--- config.mk ---
export PLATFORM = sky130hd
export DESIGN_NAME = mdu_iter
export DESIGN_NICKNAME = d
export VERILOG_FILES = /design/src/rtl/mdu_iter.sv
export SDC_FILE = /design/constraint.sdc
export NUM_CORES = 1
export LEC_CHECK = 0
export CELL_PAD_IN_SITES_DETAIL_PLACEMENT = 0
export CELL_PAD_IN_SITES_GLOBAL_PLACEMENT = 1
export CORE_ASPECT_RATIO = 0.6
export CORE_UTILIZATION = 41
export CTS_CLUSTER_SIZE = 8
export DETAILED_ROUTE_END_ITERATION = 16
export PLACE_DENSITY_LB_ADDON = 0.05
export SLEW_MARGIN = 20
export SYNTH_ARGS = -nofsm -noshare
export SYNTH_HDL_FRONTEND = slang
export SYNTH_SLANG_ARGS = --single-unit
--- constraint.sdc ---
create_clock -name clk -period 4.1 [get_ports clk]
set_input_delay 0.82 -clock clk [delete_from_list [all_inputs] [get_ports clk]]
set_output_delay 0.82 -clock clk [all_outputs]
set_load 0.005 [all_outputs]
--- src/rtl/mdu_iter.sv ---
// mdu_iter: iterative RISC-V M-extension multiply/divide unit.
// Handles one operation at a time. Multiply uses shift-add and divide uses
// restoring division, one bit per cycle on unsigned magnitudes, with a sign
// fix-up at the end.
// Ports:
//   clk, rst_n            clock, async active-low reset
//   in_valid / in_ready   request handshake (in_ready high only when idle)
//   op[2:0]               funct3: MUL MULH MULHSU MULHU DIV DIVU REM REMU
//   rs1_data, rs2_data    dividend/multiplicand, divisor/multiplier
//   flush                 synchronous kill of in-flight or held result
//   out_valid / out_ready result handshake
//   result                registered result
module mdu_iter #(
  parameter int unsigned XLEN = 32
) (
  input  logic            clk,
  input  logic            rst_n,
  input  logic            in_valid,
  output logic            in_ready,
  input  logic [2:0]      op,
  input  logic [XLEN-1:0] rs1_data,
  input  logic [XLEN-1:0] rs2_data,
  input  logic            flush,
  output logic            out_valid,
  input  logic            out_ready,
  output logic [XLEN-1:0] result
);

  localparam int unsigned W2 = 2 * XLEN;
  localparam int unsigned CW = $clog2(XLEN + 1);

  localparam logic [2:0] OP_MUL  = 3'b000;
  localparam logic [2:0] OP_MULH = 3'b001;

  localparam logic [XLEN-1:0] MOST_NEG = {1'b1, {(XLEN-1){1'b0}}};

  typedef enum logic [1:0] {S_IDLE, S_CALC, S_DONE} state_e;

  state_e          state_q, state_d;
  logic [2:0]      op_q, op_d;
  logic [XLEN-1:0] opnd_q, opnd_d;
  logic [W2-1:0]   acc_q, acc_d;
  logic            neg_q, neg_d;
  logic            spec_q, spec_d;
  logic [CW-1:0]   cnt_q, cnt_d;
  logic            in_ready_q, in_ready_d;
  logic            out_valid_q, out_valid_d;
  logic [XLEN-1:0] result_q, result_d;

  // Request decode: signedness, magnitudes, result sign, special divides
  logic            is_div, sgn_a, sgn_b, a_neg, b_neg, res_neg;
  logic            div_zero, div_ovf;
  logic [XLEN-1:0] a_mag, b_mag, spec_res;

  always_comb begin
    is_div   = op[2];
    sgn_a    = ~op[0] | (op == OP_MULH);
    sgn_b    = op[2] ? ~op[0] : ~op[1];
    a_neg    = sgn_a & rs1_data[XLEN-1];
    b_neg    = sgn_b & rs2_data[XLEN-1];
    a_mag    = a_neg ? (~rs1_data + XLEN'(1)) : rs1_data;
    b_mag    = b_neg ? (~rs2_data + XLEN'(1)) : rs2_data;
    // Remainder takes the dividend sign; everything else is the XOR
    res_neg  = (is_div & op[1]) ? a_neg : (a_neg ^ b_neg);
    div_zero = is_div & (rs2_data == '0);
    div_ovf  = is_div & ~op[0] & (rs1_data == MOST_NEG) & (rs2_data == '1);
    if (div_zero) spec_res = op[1] ? rs1_data : '1;
    else          spec_res = op[1] ? '0 : MOST_NEG;
  end

  // One iteration step: shift-add multiply and restoring divide
  logic [XLEN:0]   mul_sum;
  logic [W2-1:0]   mul_next;
  logic [XLEN:0]   div_part, div_diff;
  logic [W2-1:0]   div_next;

  always_comb begin
    mul_sum  = {1'b0, acc_q[W2-1:XLEN]} + {1'b0, (acc_q[0] ? opnd_q : '0)};
    mul_next = {mul_sum, acc_q[XLEN-1:1]};
    div_part = {acc_q[W2-1:XLEN], acc_q[XLEN-1]};
    div_diff = div_part - {1'b0, opnd_q};
    div_next = {(div_diff[XLEN] ? div_part[XLEN-1:0] : div_diff[XLEN-1:0]),
                acc_q[XLEN-2:0], ~div_diff[XLEN]};
  end

  // Final result with sign fix-up; special cases carry their answer in acc
  logic [W2-1:0]   prod;
  logic [XLEN-1:0] mul_res, div_raw, div_res, fin_res;

  always_comb begin
    prod    = neg_q ? (~acc_q + W2'(1)) : acc_q;
    mul_res = (op_q == OP_MUL) ? prod[XLEN-1:0] : prod[W2-1:XLEN];
    div_raw = op_q[1] ? acc_q[W2-1:XLEN] : acc_q[XLEN-1:0];
    div_res = neg_q ? (~div_raw + XLEN'(1)) : div_raw;
    if (spec_q)       fin_res = acc_q[XLEN-1:0];
    else if (op_q[2]) fin_res = div_res;
    else              fin_res = mul_res;
  end

  // Next-state and output logic
  always_comb begin
    state_d     = state_q;
    op_d        = op_q;
    opnd_d      = opnd_q;
    acc_d       = acc_q;
    neg_d       = neg_q;
    spec_d      = spec_q;
    cnt_d       = cnt_q;
    in_ready_d  = in_ready_q;
    out_valid_d = out_valid_q;
    result_d    = result_q;

    if (flush) begin
      state_d     = S_IDLE;
      in_ready_d  = 1'b1;
      out_valid_d = 1'b0;
      cnt_d       = '0;
    end else begin
      case (state_q)
        S_IDLE: begin
          if (in_valid) begin
            op_d       = op;
            neg_d      = res_neg;
            in_ready_d = 1'b0;
            state_d    = S_CALC;
            if (div_zero || div_ovf) begin
              // Zero iteration steps: one cycle in CALC, then DONE
              spec_d = 1'b1;
              acc_d  = {XLEN'(0), spec_res};
              opnd_d = '0;
              cnt_d  = '0;
            end else begin
              spec_d = 1'b0;
              opnd_d = is_div ? b_mag : a_mag;
              acc_d  = {XLEN'(0), (is_div ? a_mag : b_mag)};
              cnt_d  = CW'(XLEN);
            end
          end
        end
        S_CALC: begin
          if (cnt_q != '0) begin
            acc_d = op_q[2] ? div_next : mul_next;
            cnt_d = cnt_q - CW'(1);
          end else begin
            result_d    = fin_res;
            out_valid_d = 1'b1;
            state_d     = S_DONE;
          end
        end
        S_DONE: begin
          if (out_ready) begin
            out_valid_d = 1'b0;
            in_ready_d  = 1'b1;
            state_d     = S_IDLE;
          end
        end
        default: begin
          state_d     = S_IDLE;
          in_ready_d  = 1'b1;
          out_valid_d = 1'b0;
        end
      endcase
    end
  end

  // State and output registers
  always_ff @(posedge clk or negedge rst_n) begin
    if (!rst_n) begin
      state_q     <= S_IDLE;
      op_q        <= '0;
      opnd_q      <= '0;
      acc_q       <= '0;
      neg_q       <= 1'b0;
      spec_q      <= 1'b0;
      cnt_q       <= '0;
      in_ready_q  <= 1'b1;
      out_valid_q <= 1'b0;
      result_q    <= '0;
    end else begin
      state_q     <= state_d;
      op_q        <= op_d;
      opnd_q      <= opnd_d;
      acc_q       <= acc_d;
      neg_q       <= neg_d;
      spec_q      <= spec_d;
      cnt_q       <= cnt_d;
      in_ready_q  <= in_ready_d;
      out_valid_q <= out_valid_d;
      result_q    <= result_d;
    end
  end

  assign in_ready  = in_ready_q;
  assign out_valid = out_valid_q;
  assign result    = result_q;

endmodule

# == Word level (Yosys, flattened, before mapping) ==
# Index checks and enable logic that the tools add are counted.
# W data, S select, Z words.
# word_totals
regBits,143
wordCells,104
output_inout_bits,34
inputBits,72
# classes
mux,42
add_sub_neg,7
n_reduce_logical,14
n_bitwise,18
n_eq_ne,13
# op_table
operator,n
$mux W32,16
$mux W64,4
$pmux W64 S2,1
$add A32 B1 Y32 const B,3
$not A32 Y32,3
$add A64 B1 Y64 const B,1
$eq A32 B32 Y1 const B,2
$not A64 Y64,1
$add A32 B32 Y33,1
$sub A33 B32 Y33,1
$logic_not A32 Y1,1
$mux W6,4
$reduce_and A3 Y1,6
$ne A3 B3 Y1 const B,4
$pmux W6 S2,1
$mux W1,9
$mux W2,4
$ne A2 B2 Y1 const B,4
$and A1 B1 Y1,7
$pmux W1 S3,2
$pmux W2 S3,1
$reduce_bool A6 Y1,1
$sub A6 B1 Y6 const B,1
$not A1 Y1,5
other kinds (11),11

# == Logic depth before layout (Yosys ltp) ==
# logic_depth
depth_word,9
ltp_mapped,15
mapped_depth_nobuf,13

# == Worst setup path before layout ==
# OpenSTA, ideal clock, no wires.
# synth_path
path_kind,register to register
start,reg op_q[1]
end,"reg result_q[30], in the netlist result[30]"
period_less_slack_ns,4.457
path_stages_with_launch,16
t_arrival_ns,4.323
path_slack_ns,-0.357
path_buffers,5
setup_time_ns,0.134
t_required_ns,3.966
path_cell_list,dfrtp_1 > buf_1 > clkbuf_1 > buf_1 > buf_1 > buf_1 > mux2i_1 > ha_1 > o221ai_1 > nor4b_1 > nand4_1 > o41ai_1 > xnor2_1 > nand3_1 > o21ai_0 > o31ai_1
# synth_between
elab_chain_cells,6
elab_cells_between_ends,8
cone_classes,add/sub (1); mux (5); bitwise (1); reduce/logical (1)
# synth_rtl
element,line,rtl
"start, declared",40,"logic [2:0] op_q, op_d;"
"start signal, assigned",181,op_q <= op_d;
$mux W32,93,div_raw = op_q[1] ? acc_q[W2-1:XLEN] : acc_q[XLEN-1:0];
$not A32 Y32,94,div_res = neg_q ? (~div_raw + XLEN'(1)) : div_raw;
$add A32 B1 Y32,94,
$mux W32,94,
$mux W32 *,96,else if (op_q[2]) fin_res = div_res;
$mux W32 *,95,if (spec_q) fin_res = acc_q[XLEN-1:0];
"end signal, assigned",189,result_q <= result_d;
"end, declared",48,"logic [XLEN-1:0] result_q, result_d;"
# Mark *: on every way between the ends. The rest lies on a longest branch, timed or not.
# A chain may end at the register's enable or synchronous reset.

# == Final worst setup path ==
# layout_path
start,in rs2_data[13]
end,reg opnd_q[30]
# layout_between
elab_chain_cells,5
elab_cells_between_ends,10
cone_classes,add/sub (1); eq/ne (1); mux (3); bitwise (3); reduce/logical (2)
# layout_rtl
element,line,rtl
"start, declared",22,"input logic [XLEN-1:0] rs2_data,"
$not A32 Y32,62,b_mag = b_neg ? (~rs2_data + XLEN'(1)) : rs2_data;
$add A32 B1 Y32,62,
$mux W32,62,
$mux W32,134,opnd_d = is_div ? b_mag : a_mag;
$mux W32 *,126,if (div_zero || div_ovf) begin
"end signal, assigned",182,opnd_q <= opnd_d;
"end, declared",41,"logic [XLEN-1:0] opnd_q, opnd_d;"
# Marked as above.

==> metrics.csv <==
metric,value,unit
Synth Net Count,2354,
Power Density,822,mW/mm^2
vias in the first global route,16200,
DR DRC count,0,
first-pass GRT wire length,105000,um
Setup WS post-layout,0.210,ns
Initial Util,41.6,%
TritonCTS buffer count,17,
Fin. Hold Viols,0,
width of the die,259,um
most common cell in the netlist,o21ai_0,
Synth area leader,dfrtp_1,
syn_area_per_cell,7.35,sq um
CTS root buf,clkbuf_16,
largest net degree at the start of global routing,88,
initial antenna violation count,1,
Syn. warnings,0,
top-area cell type share of the netlist area,21.9,%
Post-Syn Instances,2210,
max cap viols,0,
Slew Limit Fails,0,
"Net count, final",2447,
VDD IR-drop max,0.374,mV
P&R area growth vs syn,17.4,%
Setup CP Type,in2reg,
vias post-DR,17800,
initial DRC count,2387,
GR Util All Layers,34.4,%
final setup fails,0,
cell area after synthesis,0.0163,sq mm
die area,0.0405,sq mm
Tmin final,3.89,ns
CP required,4.42,ns
Startpoint Class,primary input,
CP Launch Point,rs2_data[13],
"FFs w/ async S/R, synth",100,%
row count,56,
Slew HR,24.2,%
CP Capture Point,opnd_q[30],
CORE AREA,0.0390,sq mm
Reg2Reg Setup Slack,0.22,ns
I/O pin total,106,
Post-synth EDFFs,0,
status,"finished, final reports clean",
Crit. End Element,flop,
cts hold-fix bufs,0,
WL final,69700,um
Fmax,0.257,GHz
die height,156,um
Post-synth top flop,dfrtp_1,
Min Hold Slack,0.441,ns
Worst Tran Pin Value,1.14,ns
clock-pin slew on the worst setup and hold paths,0.08,ns
count of cell types in the netlist,80,
Worst Path Arrival,4.21,ns
"FF+latch count, synth",143,
global placement routability congestion,0.939,
leakage power,7.89,nW
ANT nets after route,0,
RSZ-0062 raised after global routing,no,
wire per inst,24.5,um
CP Max Fanout,9,
fin crit share,94.9,%
clk_lat worst skew,0.47,ns
Power Total,15.7,mW
register area share after synthesis,22.0,%
DP Wirelength,53800,um
clk_skew,0.0156,ns
clk sinks,143,
htree depth,4,
drt via density,6.28,
synth cell count leaders,"o21ai_0, nor2_1, a21oi_1",
Setup WS pre-CTS,-0.221,ns
RR Startpoint,acc_q[31],
CTS tree,yes,
DRT Pass-1 Iters,6,
overflow left after global routing,0,
share of cells above drive strength 1,11.4,%
Hold Path Class,in2async,
Area contributors post-synth,"dfrtp_1, o21ai_0, a21oi_1",
FF-to-FF End,result[28],
Clock Tree Buf Depth,2,
Reg2Reg Depth,12,
I/O Buffers,105,
flip-flops by register name (all words and copies together), names as in the netlist:
name,cells
neg_q,1
op_q,3
opnd_q,32
result,32
acc_q,64
in_ready,1
cnt_q,6
out_valid,1
state_q,2
spec_q,1
cell usage in the layout, fill, tap and decap left out, drive strengths merged, types with 83 or more instances in the layout:
master / netlist / layout
a21oi: 191 / 191
buf: 18 / 157
clkdlybuf4s50: 0 / 103
dfrtp: 142 / 142
inv: 73 / 83
nand2: 186 / 186
nor2: 205 / 205
o21ai: 228 / 228
xnor2: 103 / 103
xor2: 86 / 86
repair_timing:
item	in CTS	in global routing
endpoints found under the setup margin	0	1
gates resized for setup	0	0
buffers inserted	0	2
metal layers:
metal	vias up	part of all wire, %	routed length (um)	global-route usage, %
met4	0	1.5	1050	7.38
met2	878	39	27000	45.8
met3	75	12	8040	9.88
li1	8236	-	-	-
met5	-	0	0	0
met1	8642	48	33600	53.1
metrics by stage:
step | setup TNS, ns | utilization, % | cell area (sq um) | std cells
after global routing | 0 | 48.9 | 19100 | 2838
after CTS | 0 | 48.8 | 19100 | 2836
after detailed placement | -3.89 | 47.3 | 18500 | 2804
after floorplan | 0 | - | 16300 | 2210
after global placement | -2.56 | 47.3 | 18500 | 2804
final | 0 | 48.9 | 19100 | 2840
cell families (layout without fill, tap and decap cells):
group	count (synthesis)	count (layout)	share of synthesized area [%]
DFF	143	143	22.0
and+or+nand+nor	714	714	21.3
xor gates and xnor gates	189	189	10.2
buffers and inverters	260	366	6.07
AOI/OAI and AO/OA	714	714	27.3
other	0	2	0
adders and majority gates	72	72	5.64
muxes	118	118	7.54
final cells by class:
type | instances | area [sq um]
antenna | 2 | 5.00
clock buffer | 17 | 425
clock inverter | 15 | 168
fill | 3879 | 19900
inverter | 74 | 278
multi-input combinational | 1807 | 11700
sequential | 143 | 3590
tap | 522 | 653
timing repair buffer | 260 | 2240
worst max-delay path: stages:
cell,delay [ns]
clkdlybuf4s50_1,0.42
or4_1,0.59
or4b_2,0.72
or3_1,0.44
nor4b_4,0.27
a21oi_2,0.06
and2_0,0.25
buf_4,0.23
nand2_1,0.26
o22ai_1,0.15
worst min-delay path by stage:
| stage | from | end | slack (ns) | cells after the start |
|---|---|---|---|---|
| 2_1_floorplan | opnd_q[26] | opnd_q[26] | 0.45 | 1 |
| 4_1_cts | rst_n | acc_q[42] | 0.47 | 1 |
| 3_3_place_gp | opnd_q[26] | opnd_q[26] | 0.46 | 1 |
| 6_report | rst_n | acc_q[42] | 0.44 | 1 |
| 5_1_grt | opnd_q[26] | opnd_q[26] | 0.50 | 1 |
| 3_5_place_dp | opnd_q[26] | opnd_q[26] | 0.47 | 1 |
report_power, final:
group	leakage, nW	switching (mW)	internal, mW
combinational	5.83	6.65	4.38
clock	0.289	0.815	0.822
sequential	1.78	0.970	2.05
(Power assumes the default switching activity.)
